<file path="src/rtl/am_pkg.sv">
// Shared definitions for the AM demodulator post-filter path.
//   AM_SAMPLE_W : width of the signed FIR output sample (16)
//   clog2       : ceiling log2, used to derive shift amounts from DECIM
//   sat_signed  : clamp a signed value into a signed field of 'width' bits
package am_pkg;

    localparam int AM_SAMPLE_W = 16;

    function automatic int clog2(input int value);
        int r;
        r = 0;
        for (int i = 0; i < 31; i++) begin
            if ((1 << i) < value) r = i + 1;
        end
        return r;
    endfunction

    function automatic logic signed [31:0] sat_signed(input logic signed [31:0] value,
                                                      input int                 width);
        logic signed [31:0] hi;
        logic signed [31:0] lo;
        hi = (32'sd1 <<< (width - 1)) - 32'sd1;
        lo = -(32'sd1 <<< (width - 1));
        if (value > hi) return hi;
        if (value < lo) return lo;
        return value;
    endfunction

endpackage

</file>
<file path="src/rtl/am_dc_tracker.sv">
// DC removal stage: averages a decimated block sum and subtracts a
// leaky-integrator estimate of the carrier-induced DC level.
// Ports:
//   clk, rst_n   : clock, asynchronous active-low reset
//   snap         : signed block sum (AM_SAMPLE_W + AVG_SHIFT bits)
//   snap_valid   : one-cycle strobe qualifying snap
//   diff         : signed 17-bit DC-free sample, registered
//   diff_valid   : one-cycle strobe qualifying diff
module am_dc_tracker
    import am_pkg::*;
#(
    parameter int AVG_SHIFT = 3,
    parameter int DC_SHIFT  = 6
) (
    input  logic                                     clk,
    input  logic                                     rst_n,
    input  logic signed [AM_SAMPLE_W+AVG_SHIFT-1:0]  snap,
    input  logic                                     snap_valid,
    output logic signed [AM_SAMPLE_W:0]              diff,
    output logic                                     diff_valid
);

    localparam int SNAP_W = AM_SAMPLE_W + AVG_SHIFT;
    localparam int DIFF_W = AM_SAMPLE_W + 1;
    // One guard bit above the 16+DC_SHIFT range keeps the integrator from
    // wrapping for any sequence of 16-bit averages.
    localparam int DC_W   = AM_SAMPLE_W + DC_SHIFT + 1;

    logic signed [DC_W-1:0]   dc_acc;
    logic signed [DIFF_W-1:0] avg;
    logic signed [DIFF_W-1:0] dc_int;
    logic signed [DIFF_W-1:0] diff_next;
    logic signed [DC_W-1:0]   diff_ext;
    logic                     unused_snap_frac;

    // Dropping the low AVG_SHIFT bits of a two's-complement sum is an
    // arithmetic shift with floor rounding; the top bit is repeated to
    // widen the 16-bit average to the 17-bit difference domain.
    assign avg              = {snap[SNAP_W-1], snap[SNAP_W-1:AVG_SHIFT]};
    assign unused_snap_frac = ^snap[AVG_SHIFT-1:0];
    assign dc_int           = dc_acc[DC_W-1:DC_SHIFT];
    assign diff_next        = avg - dc_int;
    assign diff_ext         = {{DC_SHIFT{diff_next[DIFF_W-1]}}, diff_next};

    // ---- stage B: snap -> diff ----
    always_ff @(posedge clk or negedge rst_n) begin
        if (!rst_n) begin
            dc_acc     <= '0;
            diff       <= '0;
            diff_valid <= 1'b0;
        end else begin
            diff_valid <= snap_valid;
            if (snap_valid) begin
                diff   <= diff_next;
                dc_acc <= dc_acc + diff_ext;
            end
        end
    end

endmodule

</file>
<file path="src/rtl/am_decim_dcblock.sv">
// AM demodulator post-filter: integrate-and-dump decimation by DECIM,
// leaky-integrator DC removal, scaling and saturation to OUT_W bits,
// presented through a single valid/ready holding register.
// Ports:
//   clk, rst_n   : clock, asynchronous active-low reset
//   in_data      : signed 16-bit FIR output sample
//   in_valid     : one-cycle strobe per FIR sample (no backpressure)
//   out_data     : signed OUT_W-bit audio sample (holding register)
//   out_valid    : holding register full
//   out_ready    : downstream accepts when high together with out_valid
//   overflow     : sticky, set when any result was clamped
//   sample_drop  : one-cycle pulse when a result found the register busy
module am_decim_dcblock
    import am_pkg::*;
#(
    parameter int DECIM    = 8,
    parameter int DC_SHIFT = 6,
    parameter int OUT_W    = 8
) (
    input  logic                          clk,
    input  logic                          rst_n,
    input  logic signed [AM_SAMPLE_W-1:0] in_data,
    input  logic                          in_valid,
    output logic signed [OUT_W-1:0]       out_data,
    output logic                          out_valid,
    input  logic                          out_ready,
    output logic                          overflow,
    output logic                          sample_drop
);

    localparam int LOG2D  = clog2(DECIM);
    localparam int ACC_W  = AM_SAMPLE_W + LOG2D;
    localparam int DIFF_W = AM_SAMPLE_W + 1;

    if (DECIM < 2 || DECIM > 64 || (1 << LOG2D) != DECIM) begin : g_bad_decim
        $error("am_decim_dcblock: DECIM must be a power of two in 2..64");
    end
    if (OUT_W < 4 || OUT_W > AM_SAMPLE_W) begin : g_bad_out_w
        $error("am_decim_dcblock: OUT_W must be in 4..16");
    end

    logic signed [ACC_W-1:0]  acc;
    logic [LOG2D-1:0]         cnt;
    logic signed [ACC_W-1:0]  in_ext;
    logic signed [ACC_W-1:0]  acc_next;
    logic signed [ACC_W-1:0]  snap_p0;
    logic                     vld_p0;
    logic signed [DIFF_W-1:0] diff_p1;
    logic                     vld_p1;
    logic signed [31:0]       scaled;
    logic signed [31:0]       sat_full;
    logic                     clamped;
    logic                     load;
    logic                     unused_sat_hi;

    assign in_ext   = {{LOG2D{in_data[AM_SAMPLE_W-1]}}, in_data};
    assign acc_next = acc + in_ext;

    // ---- stage A: integrate and dump ----
    always_ff @(posedge clk or negedge rst_n) begin
        if (!rst_n) begin
            acc     <= '0;
            cnt     <= '0;
            snap_p0 <= '0;
            vld_p0  <= 1'b0;
        end else begin
            vld_p0 <= 1'b0;
            if (in_valid) begin
                // DECIM is a power of two, so the last sample of a block
                // is the one seen with every count bit set.
                if (&cnt) begin
                    snap_p0 <= acc_next;
                    vld_p0  <= 1'b1;
                    acc     <= '0;
                    cnt     <= '0;
                end else begin
                    acc <= acc_next;
                    cnt <= cnt + LOG2D'(1);
                end
            end
        end
    end

    // ---- stage B: DC removal ----
    am_dc_tracker #(
        .AVG_SHIFT (LOG2D),
        .DC_SHIFT  (DC_SHIFT)
    ) u_dc_tracker (
        .clk        (clk),
        .rst_n      (rst_n),
        .snap       (snap_p0),
        .snap_valid (vld_p0),
        .diff       (diff_p1),
        .diff_valid (vld_p1)
    );

    assign scaled        = 32'(diff_p1) >>> (AM_SAMPLE_W - OUT_W);
    assign sat_full      = sat_signed(scaled, OUT_W);
    assign clamped       = (sat_full != scaled);
    assign unused_sat_hi = ^sat_full[31:OUT_W];

    // A new result may enter the holding register if it is empty or is
    // being emptied by a transfer in this very cycle.
    assign load = vld_p1 && (!out_valid || out_ready);

    // ---- stage C: scale, saturate, hold ----
    always_ff @(posedge clk or negedge rst_n) begin
        if (!rst_n) begin
            out_data    <= '0;
            out_valid   <= 1'b0;
            overflow    <= 1'b0;
            sample_drop <= 1'b0;
        end else begin
            sample_drop <= vld_p1 && out_valid && !out_ready;
            if (load) begin
                out_data  <= sat_full[OUT_W-1:0];
                out_valid <= 1'b1;
            end else if (out_valid && out_ready) begin
                out_valid <= 1'b0;
            end
            if (vld_p1 && clamped) overflow <= 1'b1;
        end
    end

endmodule

</file>
<file path="config.mk">
export PLATFORM = sky130hd
export DESIGN_NAME = am_decim_dcblock
export DESIGN_NICKNAME = d
export VERILOG_FILES = /design/src/rtl/am_pkg.sv /design/src/rtl/am_dc_tracker.sv /design/src/rtl/am_decim_dcblock.sv
export SDC_FILE = /design/constraint.sdc
export NUM_CORES = 1
export LEC_CHECK = 0
export CORE_MARGIN = 2
export CORE_UTILIZATION = 45
export CTS_BUF_LIST = sky130_fd_sc_hd__clkbuf_16
export DETAILED_ROUTE_END_ITERATION = 12
export PLACE_DENSITY = 0.65
export SLEW_MARGIN = 20
export SYNTH_ARGS = -nofsm -noshare
export SYNTH_HDL_FRONTEND = slang
export SYNTH_SLANG_ARGS = --single-unit
</file>
<file path="constraint.sdc">
create_clock -name clk -period 4.09 [get_ports clk]
set_input_delay 0.818 -clock clk [delete_from_list [all_inputs] [get_ports clk]]
set_output_delay 0.818 -clock clk [all_outputs]
set_load 0.03 [all_outputs]
</file>
Yosys cells after proc, flatten, opt, wreduce, memory -nomap -nowiden
Index checks and enable logic that the tools add are counted.
{"block": "word_totals", "inputBits": 20, "register_bits": 94, "output_inout_bits": 11, "wordCells": 42}
{"block": "op_classes", "add_sub_neg": 4, "n_mux": 13, "n_lt_le_gt_ge": 2, "reduce_logical": 11, "n_eq_ne": 1}
{"cell": "$mux W32", "count": 4}
{"cell": "$ne A32 B9 Y1", "count": 1}
{"cell": "$add A23 B17 Y23", "count": 1}
{"cell": "$add A19 B16 Y19", "count": 1}
{"cell": "$mux W19", "count": 1}
{"cell": "$sub A16 B17 Y17", "count": 1}
{"cell": "$gt A9 B8 Y1 const B", "count": 1}
{"cell": "$lt A9 B8 Y1 const B", "count": 1}
{"cell": "$mux W1", "count": 7}
{"cell": "$logic_and A1 B1 Y1", "count": 5}
{"cell": "$reduce_and A4 Y1", "count": 1}
{"cell": "$add A3 B1 Y3 const B", "count": 1}
{"cell": "$mux W3", "count": 1}
{"cell": "$reduce_and A3 Y1", "count": 1}
{"cell": "$logic_not A1 Y1", "count": 2}
{"cell": "$reduce_bool A2 Y1", "count": 1}
{"cell": "$logic_or A1 B1 Y1", "count": 1}

Depth between registers and ports, before layout
Gate-level depths: netlist of the first run.
{"block": "logic_depth", "word_depth": 7, "ltp_mapped": 20, "mapped_depth_nobuf": 19}

Modules after synthesis
A second synthesis of the first run with hierarchy kept.
{"block": "hier_totals", "hier_cells": 727, "hier_area_um2": 6648.9}
{"module": "am_dc_tracker", "instances": 1, "seq_area_each_um2": 1026.0, "area_per_inst_um2": 3657.3, "cells_each": 401}
{"module": "am_decim_dcblock", "instances": 1, "seq_area_each_um2": 1326.3, "area_per_inst_um2": 2991.6, "cells_each": 326}

Least setup slack after synthesis of the first run
No wires, ideal clock.
{"block": "synth_path", "kind": "register to register", "start": "register u_dc_tracker.dc_acc[6]", "end": "register u_dc_tracker.dc_acc[21]", "required_ns": 3.957, "setup_time_ns": 0.133, "path_stages_with_launch": 20, "arrival_ns": 3.699, "path_buffers": 1, "path_slack_ns": 0.258, "synth_period_minus_slack_ns": 3.832, "cell_sequence": "dfrtp_1 > ha_1 > fa_1 > nand2b_1 > a211oi_1 > o41ai_2 > a21oi_1 > nor3_1 > a21boi_1 > xor2_1 > ha_1 > clkbuf_1 > a21oi_1 > a21boi_0 > o21ai_0 > nand2b_1 > o41a_1 > a221oi_2 > mux2i_1 > o211ai_1"}
{"block": "synth_between", "elab_chain_cells": 2}
{"item": "start: declaration", "line": "am_dc_tracker.sv:29", "source": "logic signed [DC_W-1:0] dc_acc;"}
{"item": "start signal: assignment", "line": "am_dc_tracker.sv:55", "source": "dc_acc <= dc_acc + diff_ext;"}
{"item": "$sub A16 B17 Y17", "line": "am_dc_tracker.sv:42", "source": "assign diff_next = avg - dc_int;"}
{"item": "via u_dc_tracker.diff_next[14]", "line": "am_dc_tracker.sv:32", "source": "logic signed [DIFF_W-1:0] diff_next;"}
{"item": "$add A23 B17 Y23", "line": "am_dc_tracker.sv:55"}
The timed path passes the listed nets, and every way through them passes these cells.
A chain may end at the register's enable or synchronous reset.

Worst setup path in the final report of the first run
{"block": "layout_path", "start": "register u_dc_tracker.dc_acc[6]", "end": "register u_dc_tracker.dc_acc[16]"}
Same word-level chain as after synthesis.

==> flow_summary.ini, run 1 <==
[status]
status = finished, final reports clean

[placed_design]
gp_congestion = 0.9160
pre_cts_ws_ns = -0.1159
portBuffers = 30
dp_hpwl_mm = 9.578
dpl.cell_count = 832

[synth]
synth_warnings = 0
syn-num-nets = 719
async_flop_share_pct = 100.0
ys_types = 61
avgSynthCellArea_um2 = 9.304
ys_seq_area_share_pct = 35.38
synthesis.area_um2 = 5871
ys_ff_latch = 83
synth-edff-count = 0
synth_cells = 631
synthFlopType = dfrtp_1

[setup_path]
cp_max_fo = 4
cp-end-kind = flop
critPathKind = reg -> reg
cp.arrival_ns = 4.21
cp-start-kind = flop
required_ns = 4.33

[global_routing]
gr-total-overflow = 0
grt_max_degree = 58
grt_pass1_wl_mm = 21.96
antenna_found_initial = 0
grt.total_usage_pct = 19.22
first_global_vias = 4635

[route]
topRoutingLayerUsed = met4
wl_met3_um = 618
drt-met1-wl_mm = 5.846
num_vias = 4670
antenna_left = 0
vias_per_cell = 5.456
dr_wl_met2_mm = 6.490
drc = 0
wl_mm = 13.15
wire_per_inst_um = 15.37
dr.pass1.iters = 5
drt_iter0_drc = 155

[clocking]
h-tree-depth = 3
cts_hold_buf = 0
cts_tree = built
clockBufferDepth = 2
path_clk_slew_ns = 0.06
clk_latency_ns = 0.35
cts_buffers = 9
clock_sinks = 83
clockRootBuffer = clkbuf_16

[sta]
final_hold_viol_count = 0
rsz0062_at_grt = true
maxSlewViolCount = 0
period_share_pct = 97.14
slew_headroom_pct = 49.25
tightest_slew_ns = 0.7613
clock_skew_ns = 0.004642
setup_viol_count_final = 0
fmax_ghz = 0.2517
tns_ns = 0
setup_ws_ns = 0.1171
timing.hold.ws_ns = 0.4540
period_minus_slack_ns = 3.973

[cells_and_area]
final_cells = 856
fillers = 1144
regArea_um2 = 2077
drive_gt1_share_pct = 14.04
mostFrequentLayoutCell = dfrtp_1
most-common-layout-cells = dfrtp_1, ha_1, nand2_1
nNetsFinal = 767
antenna_cells = 0
syn2layout_area_growth_pct = 19.33
multi_input_area_um2 = 3702

[min_path]
holdCritPathClass = reg -> reg

[floorplan]
die_h_um = 118.2
die-area_um2 = 13980
start_util_pct = 46.33
row_count = 41
pin_count = 31
core_area_um2 = 12670
die_w_um = 118.2

[run]
max-cap-violations = 0
[synth_stat cells (all sizes together) (8+ instances only)]
cell type / number / area share, %
dfrtp: 83 / 35
a21oi: 47 / 4.1
xnor2: 36 / 5.5
mux2: 21 / 4.0
o22ai: 15 / 1.6
clkbuf: 12 / 0.77
inv: 55 / 3.5
nor2: 28 / 1.8
a21o: 17 / 2.2
ha: 65 / 14
o21ai: 57 / 4.9
nand2: 62 / 4.0
xor2: 14 / 2.1
nor2b: 8 / 0.85
[worst max-delay path: stages (launching register included)]
cell      delay, ns
dfrtp_1        0.41
ha_4           0.17
fa_2           0.40
nand2b_4       0.17
a211oi_4       0.29
or3_1          0.15
a21oi_1        0.09
xnor2_2        0.16
ha_1           0.33
buf_4          0.16
and3_1         0.16
a221o_1        0.36
a21oi_1        0.19
o21ai_2        0.14
nand3_1        0.15
o21ai_0        0.11
xor2_1         0.15
mux2_2         0.26
[worst paths after layout]
kind | startpoint | to | slack (ns) | cells past startpoint
hold / removal | overflow$_DFFE_PN0P_ | overflow$_DFFE_PN0P_ | 0.45 | 1
max in group asynchronous | rst_n | u_dc_tracker.diff[8]$_DFFE_PN0P_ | 2.74 | 2
hold reg to reg | overflow$_DFFE_PN0P_ | overflow$_DFFE_PN0P_ | 0.45 | 1
setup reg to reg | u_dc_tracker.dc_acc[6]$_DFFE_PN0P_ | u_dc_tracker.dc_acc[16]$_DFFE_PN0P_ | 0.12 | 17
min in group asynchronous | rst_n | u_dc_tracker.dc_acc[3]$_DFFE_PN0P_ | 0.54 | 1
setup / recovery | u_dc_tracker.dc_acc[6]$_DFFE_PN0P_ | u_dc_tracker.dc_acc[16]$_DFFE_PN0P_ | 0.12 | 17
[what timing repair did]
action	CTS	global route
gates cloned	0	0
hold endpoints to repair	0	0
pin swaps	2	20
buffers inserted	4	4
endpoints found under the setup margin	2	8
gates resized for setup	2	39
[sequential cells by signal (all words and copies together), names as in the netlist]
| name | count |
|---|---|
| u_dc_tracker.dc_acc | 23 |
| cnt | 3 |
| overflow | 1 |
| snap_p0 | 16 |
| out_data | 8 |
| out_valid | 1 |
| u_dc_tracker.diff_valid | 1 |
| vld_p0 | 1 |
| sample_drop | 1 |
| u_dc_tracker.diff | 9 |
| acc | 19 |
[per-layer routing]
layer  GRT usage (%)  vias to the layer above
met4           4.367                        0
met5               0                        -
li1                -                     2329
met1           24.01                     2219
met3           5.261                       19
met2           33.02                      103
[final cells by class]
type / instances / area share [%]
Inverter: 56 / 3.001
Multi-Input combinational cell: 477 / 52.85
Clock buffer: 9 / 3.215
Timing Repair Buffer: 52 / 6.662
Sequential cell: 83 / 29.65
Clock inverter: 7 / 1.554
Tap cell: 172 / 3.072
[logic make-up (layout without fill, tap and decap cells)]
group / count (synthesis) / in the layout / synth area share, %
buf+inv: 71 / 124 / 4.540
flops: 83 / 83 / 35.38
fa+ha+maj: 75 / 75 / 16.07
simple gates: 139 / 139 / 10.93
xor+xnor: 51 / 51 / 7.971
compound gates: 185 / 185 / 20.06
mux: 27 / 27 / 5.051
[metrics by stage]
step,utilization (%),instance area (um2)
global route,55.29,7005
finish,55.29,7005
global placement,50.77,6432
CTS,53.72,6807
detailed placement,50.77,6432
floorplan,-,5871
Power of run 1 is not shown: default switching activity piles up to over one toggle a cycle in this logic, so the estimate is an artifact.
==> run 2: changes to the inputs <==
- SLEW_MARGIN: 20 -> 30
==> results of run 2 <==
No change in the layout: final DEF, timing and power equal those of run 1.
Power of run 2 is left out for the same reason.
